File: src/rtl/parity_stream.sv
// Pipelined parity generator/checker for a valid/ready word stream, with
// per-frame parity/error/length summaries and a saturating error counter.
module parity_stream #(
  parameter int WIDTH     = 8,
  parameter int CNT_WIDTH = 8,
  parameter int LEN_WIDTH = 8
) (
  input  logic                 i_clk,
  input  logic                 i_rst,
  input  logic                 i_valid,
  output logic                 o_ready,
  input  logic [WIDTH-1:0]     i_data,
  input  logic                 i_parity,
  input  logic                 i_odd,
  input  logic                 i_last,
  output logic                 o_valid,
  input  logic                 i_ready,
  output logic [WIDTH-1:0]     o_data,
  output logic                 o_parity,
  output logic                 o_err,
  output logic                 o_last,
  output logic                 o_frame_parity,
  output logic                 o_frame_err,
  output logic [LEN_WIDTH-1:0] o_frame_len,
  output logic [CNT_WIDTH-1:0] o_err_count,
  input  logic                 i_clr_count
);

  typedef enum logic {IDLE, IN_FRAME} state_t;

  state_t               r_state, w_state_nxt;
  logic                 r_acc_par, w_acc_par_nxt;
  logic                 r_acc_err, w_acc_err_nxt;
  logic [LEN_WIDTH-1:0] r_acc_len, w_acc_len_nxt;
  logic                 w_f_par, w_f_err;
  logic [LEN_WIDTH-1:0] w_f_len;

  logic                 r_valid, r_parity, r_err, r_last;
  logic [WIDTH-1:0]     r_data;
  logic                 r_frame_parity, r_frame_err;
  logic [LEN_WIDTH-1:0] r_frame_len;
  logic [CNT_WIDTH-1:0] r_err_count;

  logic                 w_accept, w_par, w_exp, w_err;
  logic [LEN_WIDTH-1:0] w_len_inc;

  assign o_ready   = !i_rst && (!r_valid || i_ready);
  assign w_accept  = i_valid && o_ready;
  assign w_par     = ^i_data;
  assign w_exp     = w_par ^ i_odd;
  assign w_err     = i_parity ^ w_exp;
  assign w_len_inc = (r_acc_len == '1) ? r_acc_len : r_acc_len + LEN_WIDTH'(1);

  always_ff @(posedge i_clk or posedge i_rst) begin
    if (i_rst) begin
      r_state   <= IDLE;
      r_acc_par <= 1'b0;
      r_acc_err <= 1'b0;
      r_acc_len <= '0;
    end else begin
      r_state   <= w_state_nxt;
      r_acc_par <= w_acc_par_nxt;
      r_acc_err <= w_acc_err_nxt;
      r_acc_len <= w_acc_len_nxt;
    end
  end

  // Frame summaries are zero except on the closing beat of a frame.
  always_comb begin
    w_state_nxt   = r_state;
    w_acc_par_nxt = r_acc_par;
    w_acc_err_nxt = r_acc_err;
    w_acc_len_nxt = r_acc_len;
    w_f_par       = 1'b0;
    w_f_err       = 1'b0;
    w_f_len       = '0;
    if (w_accept) begin
      case (r_state)
        IDLE: begin
          if (i_last) begin
            w_f_par = w_par;
            w_f_err = w_err;
            w_f_len = LEN_WIDTH'(1);
          end else begin
            w_state_nxt   = IN_FRAME;
            w_acc_par_nxt = w_par;
            w_acc_err_nxt = w_err;
            w_acc_len_nxt = LEN_WIDTH'(1);
          end
        end
        IN_FRAME: begin
          if (i_last) begin
            w_state_nxt   = IDLE;
            w_f_par       = r_acc_par ^ w_par;
            w_f_err       = r_acc_err | w_err;
            w_f_len       = w_len_inc;
            w_acc_par_nxt = 1'b0;
            w_acc_err_nxt = 1'b0;
            w_acc_len_nxt = '0;
          end else begin
            w_acc_par_nxt = r_acc_par ^ w_par;
            w_acc_err_nxt = r_acc_err | w_err;
            w_acc_len_nxt = w_len_inc;
          end
        end
        default: w_state_nxt = IDLE;
      endcase
    end
  end

  always_ff @(posedge i_clk or posedge i_rst) begin
    if (i_rst) begin
      r_valid        <= 1'b0;
      r_data         <= '0;
      r_parity       <= 1'b0;
      r_err          <= 1'b0;
      r_last         <= 1'b0;
      r_frame_parity <= 1'b0;
      r_frame_err    <= 1'b0;
      r_frame_len    <= '0;
    end else if (w_accept) begin
      r_valid        <= 1'b1;
      r_data         <= i_data;
      r_parity       <= w_exp;
      r_err          <= w_err;
      r_last         <= i_last;
      r_frame_parity <= w_f_par;
      r_frame_err    <= w_f_err;
      r_frame_len    <= w_f_len;
    end else if (i_ready) begin
      r_valid <= 1'b0;
    end
  end

  always_ff @(posedge i_clk or posedge i_rst) begin
    if (i_rst) begin
      r_err_count <= '0;
    end else if (i_clr_count) begin
      r_err_count <= (w_accept && w_err) ? CNT_WIDTH'(1) : '0;
    end else if (w_accept && w_err && (r_err_count != '1)) begin
      r_err_count <= r_err_count + CNT_WIDTH'(1);
    end
  end

  assign o_valid        = r_valid;
  assign o_data         = r_data;
  assign o_parity       = r_parity;
  assign o_err          = r_err;
  assign o_last         = r_last;
  assign o_frame_parity = r_frame_parity;
  assign o_frame_err    = r_frame_err;
  assign o_frame_len    = r_frame_len;
  assign o_err_count    = r_err_count;

endmodule

File: config.mk
export PLATFORM = sky130hd
export DESIGN_NAME = parity_stream
export DESIGN_NICKNAME = d
export VERILOG_FILES = /design/src/rtl/parity_stream.sv
export SDC_FILE = /design/constraint.sdc
export NUM_CORES = 1
export LEC_CHECK = 0
export CAP_MARGIN = 10
export CORE_ASPECT_RATIO = 0.75
export CORE_MARGIN = 4
export CORE_UTILIZATION = 50
export DETAILED_ROUTE_END_ITERATION = 12
export GPL_ROUTABILITY_DRIVEN = 0
export PLACE_DENSITY = 0.89
export SLEW_MARGIN = 0
export SYNTH_ARGS = -nofsm -noshare
export SYNTH_HDL_FRONTEND = slang
export SYNTH_SLANG_ARGS = --single-unit
File: constraint.sdc
create_clock -name i_clk -period 2.85 [get_ports i_clk]
set_clock_uncertainty 0.1 [all_clocks]
set_input_delay 0.4275 -clock i_clk [delete_from_list [all_inputs] [get_ports i_clk]]
set_output_delay 0.4275 -clock i_clk [all_outputs]
set_load 0.1 [all_outputs]
==> flow_metrics.py, run 1 <==
metrics = {
    "grt": {
        "grt_max_degree": 39,
        "grt_overflow": 0,
        "grt_pass1_vias": 1824,
        "grt_pass1_wl_um": 8660,
        "track_usage_pct": 20.1,
        "antenna_found_initial": 0,
    },
    "worst_setup_path": {
        "crit_path_end_kind": "flip-flop",
        "slowest_delay_ns": 0.62,
        "critPathKind": "input pin to flip-flop",
        "critPathArrivalTime_ns": 2.63,
        "crit_required_ns": 2.94,
        "critPathMaxFanout": 17,
        "slowest_stage": "xnor3_2",
        "crit_family": "XOR/XNOR gates",
        "cp_num_buf_inv": 1,
        "cp_cell_sequence": "clkdlybuf4s50_1 -> xor2_1 -> xnor2_1 -> xnor3_2 -> or4_1 -> o211a_1",
        "start_kind": "input pin",
    },
    "cells_and_area": {
        "num_antenna_cells": 0,
        "syn2layout_area_growth_pct": 28.5,
        "drive_gt1_share_pct": 17.5,
        "nets": 292,
        "final_cells": 330,
    },
    "placement": {
        "dpl.hpwl_um": 3520,
        "port_buffers": 46,
        "dp_cells": 322,
    },
    "detailed_routing": {
        "met3WireLength_um": 341,
        "met1Wirelength_um": 2340,
        "postRouteAntennaNets": 0,
        "first_iter_violations": 214,
        "totalWireLength_um": 4920,
        "drcViolationCount": 0,
        "vias_per_cell": 5.68,
        "highest_layer": "met4",
        "wl_per_cell_um": 14.9,
        "drt-pass1-iter-count": 4,
        "num_vias": 1875,
        "route.met2.wl_um": 2200,
    },
    "power_and_ir_drop": {
        "power.density_nw_per_um2": 779,
        "vdd_drop_max_mv": 0.549,
        "p_leak_nw": 1.27,
        "finalPower_mw": 2.10,
    },
    "clock_tree": {
        "cts_num_sinks": 41,
        "clk_latency_ns": 0.30,
        "htreeDepth": 2,
        "cts-root-buf": "clkbuf_8",
        "cts_resized": 0,
        "cts_tree": "yes",
        "clock_path_buffers": 2,
        "cts_buffers": 5,
        "post_cts.repair.setup_buffers": 0,
        "cts.clk_slew.worst_paths_ns": 0.08,
        "cts_hold_buf": 0,
    },
    "sta": {
        "timing.final.crit_share_pct": 89.2,
        "drv_slew": 0,
        "rsz0062_at_grt": "false",
        "slew_headroom_pct": 57.9,
        "period_minus_slack_ns": 2.54,
        "fmax_mhz": 394,
        "setup_tns_ns": 0,
        "finalSetupViolations": 0,
        "worst_slew_pin_slew_ns": 0.627,
        "finalHoldViolations": 0,
    },
    "floorplan": {
        "core_um2": 4050,
        "die-area_um2": 5310,
        "fp-row-count": 20,
        "initial_utilization_pct": 51.8,
        "die_h_um": 64.1,
        "ios": 47,
        "die_w_um": 82.8,
    },
    "run": {
        "drv_cap": 0,
    },
    "yosys": {
        "synth_warnings": 0,
        "syn_area_per_cell_um2": 9.25,
        "netlist_instances": 227,
        "ys_top_cells_by_area": "dfrtp_1 49%, nand2_1 9.3%, a22o_1 3.8%",
        "synth_top_area_share_pct": 48.8,
        "ys_seq_area_share_pct": 48.8,
        "yosys.area.top_type": "dfrtp_1",
        "ys_ff_latch": 41,
        "syn_nets": 245,
        "ys_types": 40,
        "syn_area_um2": 2100,
    },
    "run_status": {
        "status": "finished, final reports clean",
    },
    "worst_hold_path": {
        "hp-class": "input pin to async pin",
    },
}
[layout by cell type, fill, tap and decap left out, drive strengths merged, types with 3 or more instances in the layout]
cell and count:
inv 6, clkdlybuf4s50 15, dfrtp 41, nand3 11
or3 4, nor2 7, o31ai 6, xor2 3
nand4 3, a22o 9, and3 4, nor3 3
clkbuf 5, nand2b 3, xnor2 10, nand2 52
o21ai 16, buf 36, or4 5, a21oi 9
[synth_stat cells (all sizes together)]
| cell type | instances |
|---|---|
| a211oi | 1 |
| a21boi | 1 |
| a21o | 2 |
| a21oi | 9 |
| a22o | 9 |
| a311oi | 1 |
| a32o | 1 |
| a41oi | 1 |
| and2 | 2 |
| and3 | 4 |
| buf | 2 |
| clkbuf | 9 |
| dfrtp | 41 |
| ha | 2 |
| inv | 5 |
| mux2 | 1 |
| mux2i | 2 |
| nand2 | 52 |
| nand2b | 3 |
| nand3 | 11 |
| nand3b | 1 |
| nand4 | 3 |
| nor2 | 7 |
| nor2b | 2 |
| nor3 | 3 |
| o211a | 1 |
| o211ai | 2 |
| o21ai | 16 |
| o22ai | 1 |
| o2bb2ai | 1 |
| o311ai | 1 |
| o31ai | 6 |
| or3 | 4 |
| or3b | 1 |
| or4 | 5 |
| xnor2 | 10 |
| xnor3 | 1 |
| xor2 | 3 |
[where the power goes]
group / total, mW / internal [mW] / leakage, nW / switching [mW]
clock: 0.569 / 0.353 / 0.0687 / 0.217
sequential: 0.724 / 0.659 / 0.538 / 0.0651
combinational: 0.809 / 0.208 / 0.663 / 0.600
total: 2.10 / 1.22 / 1.27 / 0.882
[worst register-to-register path: stages, from the launching register on]
cell and delay [ns]:
dfrtp_1 0.47, ha_1 0.30, nand3_1 0.25, or3_1 0.54
and3_1 0.25, xor2_1 0.15, a22o_1 0.19
[cell families after synthesis]
logic type	synth area share [%]
mux	1.49
compound gates	16.9
flops	48.8
buf+inv	2.86
fa+ha+maj	1.19
simple gates	21.8
xor+xnor	6.91
[cell type report]
cell class                      instances  area (um2)
Clock buffer                            5        68.8
Clock inverter                          3        68.8
Fill cell                             325        1360
Inverter                                5        18.8
Multi-Input combinational cell        170        1010
Sequential cell                        41        1030
Tap cell                               55        68.8
Timing Repair Buffer                   51         433
[metal layers]
| layer | up-vias | track usage, % |
|---|---|---|
| li1 | 894 | - |
| met1 | 905 | 28.4 |
| met2 | 71 | 30.5 |
| met3 | 5 | 6.31 |
| met4 | 0 | 4.08 |
| met5 | - | 0 |
[path summary, 6_finish.rpt]
kind                                       startpoint  cells past startpoint                         end  slack (ns)
max in group asynchronous                       i_rst                      3    r_acc_len[2]$_DFFE_PP0P_        1.67
min                                             i_rst                      2         o_valid$_DFFE_PP0P_        0.25
min in group i_clk         o_frame_len[6]$_DFFE_PP0P_                      2  o_frame_len[6]$_DFFE_PP0P_        0.38
max reg2reg                  r_acc_len[0]$_DFFE_PP0P_                      6  o_frame_len[5]$_DFFE_PP0P_        0.51
min reg2reg                o_frame_len[6]$_DFFE_PP0P_                      2  o_frame_len[6]$_DFFE_PP0P_        0.38
max                                         i_data[6]                      6  o_err_count[6]$_DFFE_PP0P_        0.31
[state kept, by name (all words and copies together) (netlist names)]
signal and flops:
o_data 8, o_err 1, o_err_count 8, o_frame_err 1, o_frame_len 8, o_frame_parity 1
o_last 1, o_parity 1, o_valid 1, r_acc_err 1, r_acc_len 8, r_acc_par 1
r_state 1
[stage by stage]
step	util [%]	area, um2	worst slack [ns]	hold WS (ns)
floorplan	-	2100	0.119	0.373
global placement	63.2	2560	0.0814	0.358
finish	66.6	2700	0.309	0.246
global route	66.6	2700	0.204	0.276
detailed placement	63.2	2560	0.0197	0.360
CTS	66.6	2700	0.322	0.243
No activity file was read; power rests on OpenSTA's default activity.
==> run 2: changes to the inputs <==
--- a/config.mk
+++ b/config.mk
@@ -9,6 +9,7 @@
 export CORE_ASPECT_RATIO = 0.75
 export CORE_MARGIN = 4
 export CORE_UTILIZATION = 50
+export CTS_CLUSTER_SIZE = 14
 export DETAILED_ROUTE_END_ITERATION = 12
 export GPL_ROUTABILITY_DRIVEN = 0
 export PLACE_DENSITY = 0.89
==> results of run 2 <==
Final layout, timing and power as in run 1 (identical DEF).
==> run 3: changes to the inputs <==
--- a/config.mk
+++ b/config.mk
@@ -7,7 +7,6 @@
 export LEC_CHECK = 0
 export CAP_MARGIN = 10
 export CORE_ASPECT_RATIO = 0.75
-export CORE_MARGIN = 4
 export CORE_UTILIZATION = 50
 export CTS_CLUSTER_SIZE = 14
 export DETAILED_ROUTE_END_ITERATION = 12
==> flow_metrics.py, run 3 (synthesis gave the netlist of run 1 again) <==
metrics = {
    "sta": {
        "fmax_mhz": 395,
        "worst_slew_pin_slew_ns": 0.564,
        "timing.final.crit_share_pct": 88.7,
        "period_minus_slack_ns": 2.53,
        "slew_headroom_pct": 62.2,
        "finalSetupViolations": 0,
        "drv_slew": 0,
        "rsz0062_at_grt": "false",
        "finalHoldViolations": 0,
        "setup_tns_ns": 0,
    },
    "cells_and_area": {
        "layout_commonest_cell": "nand2_1",
        "nets": 291,
        "final_cell_mix": "52 x nand2_1, 41 x dfrtp_1, 34 x buf_4",
        "post-route-util_pct": 66.8,
        "syn2layout_area_growth_pct": 28.1,
        "num_antenna_cells": 0,
        "drive_gt1_share_pct": 17.2,
        "fill_cells": 320,
    },
    "clock_tree": {
        "cts-root-buf": "clkbuf_8",
        "cts_buffers": 5,
        "cts_tree": "yes",
        "clk_latency_ns": 0.29,
        "cts.clk_slew.worst_paths_ns": 0.08,
        "clock_path_buffers": 2,
        "post_cts.repair.setup_buffers": 0,
        "cts_hold_buf": 0,
        "htreeDepth": 2,
        "cts_num_sinks": 41,
        "cts_resized": 0,
    },
    "grt": {
        "antenna_found_initial": 0,
        "grt_overflow": 0,
        "grt_max_degree": 40,
        "grt_pass1_wl_um": 7890,
        "grt_pass1_vias": 1693,
        "track_usage_pct": 23.2,
    },
    "detailed_routing": {
        "postRouteAntennaNets": 0,
        "num_vias": 1828,
        "vias_per_cell": 5.56,
        "totalWireLength_um": 4570,
        "drcViolationCount": 0,
        "first_iter_violations": 102,
        "wl_per_cell_um": 13.9,
        "drt-pass1-iter-count": 4,
    },
    "run_status": {
        "status": "finished, final reports clean",
    },
    "power_and_ir_drop": {
        "power.density_nw_per_um2": 773,
        "p_leak_nw": 1.27,
        "vdd_drop_max_mv": 0.473,
    },
    "worst_setup_path": {
        "slowest_stage": "xnor3_2",
        "ff2ff_setup_slack_ns": 0.57,
        "cp_cell_sequence": "clkdlybuf4s50_1 -> xor2_1 -> xnor2_1 -> xnor3_2 -> or4_1 -> o211a_1",
        "start_kind": "input pin",
        "critPathArrivalTime_ns": 2.62,
        "crit_required_ns": 2.94,
        "reg2regPathDepth": 6,
        "critPathMaxFanout": 15,
        "critPathKind": "input pin to flip-flop",
        "r2r_start": "r_acc_len[0]$_DFFE_PP0P_",
        "slowest_delay_ns": 0.60,
        "r2r_end": "o_frame_len[5]$_DFFE_PP0P_",
        "crit_path_end_kind": "flip-flop",
    },
    "worst_hold_path": {
        "hp-class": "input pin to async pin",
    },
    "floorplan": {
        "ios": 47,
        "initial_utilization_pct": 52.1,
        "core_um2": 4030,
        "die_h_um": 58.1,
        "die-area_um2": 4470,
        "fp-row-count": 20,
        "die_w_um": 76.8,
    },
    "placement": {
        "dpl.hpwl_um": 3300,
        "port_buffers": 46,
    },
    "run": {
        "drv_cap": 0,
    },
}
[run 3: worst max path at each step]
stage	slack, ns	endpoint	cells past startpoint	startpoint
finish	0.32	o_err_count[6]$_DFFE_PP0P_	6	i_data[4]
global route	0.26	o_err_count[4]$_DFFE_PP0P_	6	i_data[4]
CTS	0.34	o_err_count[6]$_DFFE_PP0P_	6	i_data[4]
detailed placement	0.02	o_err_count[6]$_DFFE_PP0P_	6	i_data[4]
global placement	0.09	o_err_count[6]$_DFFE_PP0P_	6	i_data[4]
floorplan	0.12	o_ready	2	i_rst
[run 3: metrics by stage]
step	std cells	hold WS (ns)	setup slack [ns]	instance area, um2	power (mW)
finish	329	0.280	0.321	2690	2.08
detailed placement	321	0.364	0.0213	2550	1.53
CTS	329	0.265	0.335	2690	2.10
floorplan	227	0.373	0.119	2100	1.34
global route	329	0.286	0.259	2690	2.17
global placement	321	0.351	0.0898	2550	1.52
[run 3: routing by layer]
layer	track usage, %	routed length, um	vias up
met5	0	0	-
met4	9.07	60	0
met3	4.57	273	5
met2	36.5	2060	63
met1	32.0	2180	864
li1	-	-	896
[run 3: where the power goes]
group	internal (mW)	switching, mW
sequential	0.659	0.0605
combinational	0.208	0.593
clock	0.352	0.207
total	1.22	0.861
[run 3: layout make-up]
cell class              count  area, um2  share of cell area [%]
repair buffers             50        425                    15.8
flip-flops and latches     41       1030                    38.1
clock buffers               5       68.8                    2.56
clock inverters             3       68.8                    2.56
inverters                   5       18.8                   0.697
well taps                  55       68.8                    2.56
multi-input cells         170       1010                    37.7
[run 3: critical path: cells and delay by family]
family                    cells  cell delay (ns)
buffers and inverters         1             0.44
AOI/OAI and AO/OA             1             0.14
xor gates and xnor gates      3             1.04
and+or+nand+nor               1             0.56
